$ cat config.mk
export PLATFORM = sky130hd
export DESIGN_NAME = sipo_frame_rx_flat
export DESIGN_NICKNAME = d
export VERILOG_FILES = /design/src/rtl/sipo_rx_pkg.sv /design/src/rtl/sipo_frame_rx_if.sv /design/src/rtl/sipo_shift.sv /design/src/rtl/sipo_frame_rx.sv /design/src/flat_wrapper.sv
export SDC_FILE = /design/constraint.sdc
export NUM_CORES = 1
export LEC_CHECK = 0
export BUFFER_PORTS_ARGS = -buffer_cell sky130_fd_sc_hd__buf_4
export CAP_MARGIN = 20
export CORE_AREA = 8 8 64 66
export CTS_CLUSTER_SIZE = 25
export DETAILED_ROUTE_END_ITERATION = 10
export DIE_AREA = 0 0 72 74
export PLACE_DENSITY_LB_ADDON = 0.2
export REMOVE_ABC_BUFFERS = 1
export SETUP_SLACK_MARGIN = 0.1
export SYNTH_ARGS = -nofsm -noshare
export SYNTH_HDL_FRONTEND = slang
export SYNTH_SLANG_ARGS = --single-unit
$ cat constraint.sdc
create_clock -name clk -period 2.8 [get_ports clk]
set_input_delay 0.14 -clock clk [delete_from_list [all_inputs] [get_ports clk]]
set_output_delay 0.14 -clock clk [all_outputs]
set_load 0.05 [all_outputs]
$ cat src/rtl/sipo_rx_pkg.sv
// Shared definitions for the serial frame receiver: FSM encoding and line levels.
// Imported by the receiver top and its holding register.
package sipo_rx_pkg;

   typedef enum logic [1:0] {
      StIdle   = 2'd0,
      StData   = 2'd1,
      StParity = 2'd2,
      StStop   = 2'd3
   } state_e;

   localparam logic START_BIT = 1'b1;
   localparam logic STOP_BIT  = 1'b0;

   // Bit counter must hold WIDTH itself so it never wraps inside a frame.
   function automatic int unsigned cnt_width(input int unsigned width);
      return $clog2(width + 1);
   endfunction

endpackage

$ cat src/rtl/sipo_frame_rx_if.sv
// Serial line in, parallel word and status strobes out.
// master drives the line; slave is the receiver.
interface sipo_frame_rx_if #(
   parameter int unsigned WIDTH = 8
);

   logic             in;
   logic [WIDTH-1:0] out;
   logic             valid;
   logic             frame_err;

   modport master (
      output in,
      input  out,
      input  valid,
      input  frame_err
   );

   modport slave (
      input  in,
      output out,
      output valid,
      output frame_err
   );

endinterface

$ cat src/rtl/sipo_shift.sv
// WIDTH-bit holding register, LSB-first serial load with shift enable.
// Async clear on rst.
module sipo_shift #(
   parameter int unsigned WIDTH = 8
) (
   input  logic             clk,
   input  logic             rst,
   input  logic             shift_en_i,
   input  logic             bit_i,
   output logic [WIDTH-1:0] data_o
);

   logic [WIDTH-1:0] data_q, data_d;

   // New bits enter at the MSB and walk down, so the first bit lands at bit 0.
   always_comb begin
      data_d = data_q;
      if (shift_en_i) begin
         data_d = {bit_i, data_q[WIDTH-1:1]};
      end
   end

   always_ff @(posedge clk or posedge rst) begin
      if (rst) begin
         data_q <= '0;
      end else begin
         data_q <= data_d;
      end
   end

   assign data_o = data_q;

endmodule

$ cat src/rtl/sipo_frame_rx.sv
// Frame receiver: start bit, WIDTH data bits LSB-first, optional even parity, stop bit.
// Emits a registered one-cycle valid or frame_err per frame.
module sipo_frame_rx
   import sipo_rx_pkg::*;
#(
   parameter int unsigned WIDTH     = 8,
   parameter int unsigned PARITY_EN = 1
) (
   input logic              clk,
   input logic              rst,
   sipo_frame_rx_if.slave   bus
);

   localparam int unsigned     CntW    = cnt_width(WIDTH);
   localparam logic [CntW-1:0] LastIdx = CntW'(WIDTH - 1);

   state_e           state_q, state_d;
   logic [CntW-1:0]  cnt_q, cnt_d;
   logic             par_q, par_d;
   logic [WIDTH-1:0] out_q, out_d;
   logic             valid_q, valid_d;
   logic             err_q, err_d;
   logic             shift_en;
   logic             frame_ok;
   logic [WIDTH-1:0] hold;

   sipo_shift #(
      .WIDTH (WIDTH)
   ) u_shift (
      .clk        (clk),
      .rst        (rst),
      .shift_en_i (shift_en),
      .bit_i      (bus.in),
      .data_o     (hold)
   );

   // With parity disabled par_q stays 0, so it cannot disturb the check.
   assign frame_ok = (bus.in == STOP_BIT) && ((PARITY_EN == 0) || !(^{hold, par_q}));

   always_comb begin
      state_d  = state_q;
      cnt_d    = cnt_q;
      par_d    = par_q;
      out_d    = out_q;
      valid_d  = 1'b0;
      err_d    = 1'b0;
      shift_en = 1'b0;
      unique case (state_q)
         StIdle: begin
            if (bus.in == START_BIT) begin
               state_d = StData;
               cnt_d   = '0;
            end
         end
         StData: begin
            shift_en = 1'b1;
            cnt_d    = cnt_q + 1'b1;
            if (cnt_q == LastIdx) begin
               state_d = (PARITY_EN != 0) ? StParity : StStop;
            end
         end
         StParity: begin
            par_d   = bus.in;
            state_d = StStop;
         end
         StStop: begin
            // A bad stop bit is dropped here; the start search resumes next edge.
            state_d = StIdle;
            if (frame_ok) begin
               out_d   = hold;
               valid_d = 1'b1;
            end else begin
               err_d = 1'b1;
            end
         end
         default: state_d = StIdle;
      endcase
   end

   always_ff @(posedge clk or posedge rst) begin
      if (rst) begin
         state_q <= StIdle;
         cnt_q   <= '0;
         par_q   <= 1'b0;
         out_q   <= '0;
         valid_q <= 1'b0;
         err_q   <= 1'b0;
      end else begin
         state_q <= state_d;
         cnt_q   <= cnt_d;
         par_q   <= par_d;
         out_q   <= out_d;
         valid_q <= valid_d;
         err_q   <= err_d;
      end
   end

   assign bus.out       = out_q;
   assign bus.valid     = valid_q;
   assign bus.frame_err = err_q;

endmodule
$ cat src/flat_wrapper.sv
// flat-port wrapper written by rule: the top's interface ports become plain ports
module sipo_frame_rx_flat import sipo_rx_pkg::*;
#(
   parameter int unsigned WIDTH     = 8,
   parameter int unsigned PARITY_EN = 1
)
  (clk, rst, bus_in, bus_out, bus_valid, bus_frame_err);
  sipo_frame_rx_if #(.WIDTH(WIDTH)) bus_i ();
  input logic clk;
  input logic rst;
  input wire logic [$bits(bus_i.in)-1:0] bus_in;
  output wire logic [$bits(bus_i.out)-1:0] bus_out;
  output wire logic [$bits(bus_i.valid)-1:0] bus_valid;
  output wire logic [$bits(bus_i.frame_err)-1:0] bus_frame_err;
  assign bus_i.in = bus_in;
  assign bus_out = bus_i.out;
  assign bus_valid = bus_i.valid;
  assign bus_frame_err = bus_i.frame_err;
  sipo_frame_rx #(.WIDTH(WIDTH), .PARITY_EN(PARITY_EN)) u_core (.clk(clk), .rst(rst), .bus(bus_i));
endmodule
==> results.sh <==
export IMPL_status="complete, no violations"
export IMPL_globalplace_congestion=0.782
export IMPL_arrival_ns=2.39
export IMPL_crit_type="reg -> reg"
export IMPL_rsz0062_at_grt="no"
export IMPL_cts_root_buf="clkbuf_4"
export IMPL_cts_buffers=3
export IMPL_synth_top_family_by_area="multiplexers"
export IMPL_final_antenna_net_count=0
export IMPL_fp_coreArea_um2=3180
export IMPL_cts_max_level=1
export IMPL_fin_nets=112
export IMPL_cts_buffer_depth=2
export IMPL_overflow=0
export IMPL_max_slew_worst_pin_slew_ns=0.384
export IMPL_drive_gt1_share_pct=37.9
export IMPL_avgRoutedWirePerCell_um=12.4
export IMPL_n_fill_cell=299
export IMPL_worstSetupEndpointType="register"
export IMPL_synth_avg_cell_area_um2=13.6
export IMPL_ys_types=26
export IMPL_first_pass_iters=4
export IMPL_relSlewSlack_pct=73.9
export IMPL_syn_inst=86
export IMPL_clk_latency_ns=0.32
export IMPL_yosys_area_share_simple_pct=7.26
export IMPL_num_vias=672
export IMPL_maxCapViolations=0
export IMPL_synthFlopType="dfrtp_1"
export IMPL_antenna_cells=0
export IMPL_dp_hpwl_um=1340
export IMPL_register_area_um2=626
export IMPL_dr_first_iter_drc_count=16
export IMPL_grtUsageTotal_pct=7.55
export IMPL_dpl_cell_area_um2=1320
export IMPL_die_w_um=72
export IMPL_synthAdderAreaFrac_pct=5.34
export IMPL_max_freq_ghz=0.461
export IMPL_cts_tree="done"
export IMPL_worstPathMaxFanout=9
export IMPL_post_cts_setup_buffers=0
export IMPL_fin_util_pct=43.6
export IMPL_synth_xor_area_share_pct=7.26
export IMPL_fin_area_um2=1390
export IMPL_row_count=21
export IMPL_initial_core_util_pct=36.8
export IMPL_synth_edf_count=0
export IMPL_first_global_vias=697
export IMPL_hold_path_class="in -> reg"
export IMPL_drc=0
export IMPL_fin_crit_ns=2.17
export IMPL_antenna_found_initial=0
export IMPL_die_y_um=74
export IMPL_setup_tns_ns=0
export IMPL_layout_common_cells="dfrtp_1, mux2_2, buf_4, o21ai_0, ha_1"
export IMPL_io_pin_count=13
export IMPL_wirelength_um=1850
export IMPL_setup_violations=0
export IMPL_synth_area_um2=1170
export IMPL_synthMuxAreaShare_pct=19.2
export IMPL_startpoint_type="register"
export IMPL_clock_skew_ns=0.00671
export IMPL_cts_clk_slew_worst_paths_ns=0.14
export IMPL_ys_seq_area_share_pct=53.4
export IMPL_synth_compound_area_share_pct=5.56
export IMPL_report_final_slew_viol_count=0
export IMPL_vias_per_cell=4.51
export IMPL_multi_input_area_um2=523
export IMPL_async_reset_ff_share_pct=100
export IMPL_final_hold_violation_count=0
export IMPL_syn2layout_area_growth_pct=18.4
export IMPL_period_share_pct=77.4
export IMPL_io_buffers=12
export IMPL_grt_max_degree=26
export IMPL_grt_pass1_wl_um=3150
export IMPL_ys_seq_elements=25
export IMPL_cp_data_required_time_ns=3.02
export IMPL_ys_warn_count=0
export IMPL_clock_sinks=25
export IMPL_final_common_cell="dfrtp_1"
export IMPL_die_area_um2=5330
-- cell type report --
cell class	instances	area share [%]
flip-flops and latches	25	45.1
multi-input cells	55	37.7
repair buffers	15	9.75
well taps	46	4.15
clock buffers	3	1.62
inverters	4	1.08
clock inverters	1	0.542
-- synthesized netlist by cell type, types with 2 or more instances --
cell / count / area share [%]
dfrtp_1: 25 / 53
nor2_1: 3 / 0.96
mux2_2: 18 / 17
nand2_1: 3 / 0.96
nand3b_1: 2 / 1.3
ha_1: 5 / 5.3
o21ai_0: 5 / 2.1
nand4_1: 2 / 1.1
xnor2_1: 3 / 2.2
inv_1: 4 / 1.3
-- logic make-up (layout without fill, tap and decap cells) --
group	Yosys count	in the layout
compound gates	10	10
xor+xnor	6	6
flops	25	25
mux	19	19
fa+ha+maj	5	5
simple gates	15	15
buf+inv	6	23
-- worst max-delay path, cell delays in order (launching register included) --
cell,delay [ns]
dfrtp_1,0.40
xor3_4,0.53
or3b_4,0.42
mux2i_4,0.33
mux2_2,0.38
-- flip-flops by register name (all words and copies together), names as in the netlist --
register               cells
u_core.bus.out             8
u_core.u_shift.data_o      8
u_core.cnt_q               4
u_core.state_q             2
u_core.bus.frame_err       1
u_core.bus.valid           1
u_core.par_q               1
-- per-layer routing --
metal / part of all wire [%] / track usage [%] / up-vias
li1: - / - / 339
met1: 49 / 9.46 / 323
met2: 46 / 11.5 / 8
met3: 4.0 / 2.16 / 2
met4: 1.2 / 4.08 / 0
met5: 0 / 0 / -
-- metrics by stage --
step	hold slack, ns	setup slack (ns)	instances
4_1_cts	0.0546	0.614	147
2_1_floorplan	0.167	0.783	84
5_1_grt	0.0985	0.539	149
6_report	0.0996	0.632	149
3_3_place_gp	0.407	0.669	143
3_5_place_dp	0.427	0.628	143
-- repair_timing --
| action | 4_1_cts | 5_1_grt |
|---|---|---|
| hold buffers | 0 | 1 |
| resized for setup | 0 | 0 |
| endpoints found under the setup margin | 0 | 0 |
| hold endpoints to repair | 0 | 25 |
-- path summary, 6_finish.rpt --
check | from | endpoint | slack, ns | cells past startpoint
setup / recovery | u_core.u_shift.data_o[2]$_DFFE_PP0P_ | u_core.bus.out[0]$_DFFE_PP0P_ | 0.63 | 4
hold / removal | bus_in | u_core.bus.frame_err$_DFF_PP0_ | 0.1 | 2
setup reg to reg | u_core.u_shift.data_o[2]$_DFFE_PP0P_ | u_core.bus.out[0]$_DFFE_PP0P_ | 0.63 | 4
hold reg to reg | u_core.bus.out[0]$_DFFE_PP0P_ | u_core.bus.out[0]$_DFFE_PP0P_ | 0.53 | 1
max in group asynchronous | rst | u_core.cnt_q[2]$_DFFE_PP0P_ | 2.23 | 4
min in group asynchronous | rst | u_core.u_shift.data_o[1]$_DFFE_PP0P_ | 0.42 | 4
Power is left out: the tool's default activity adds up to more than one toggle a clock period on the data nets, which glitch-free logic cannot reach.
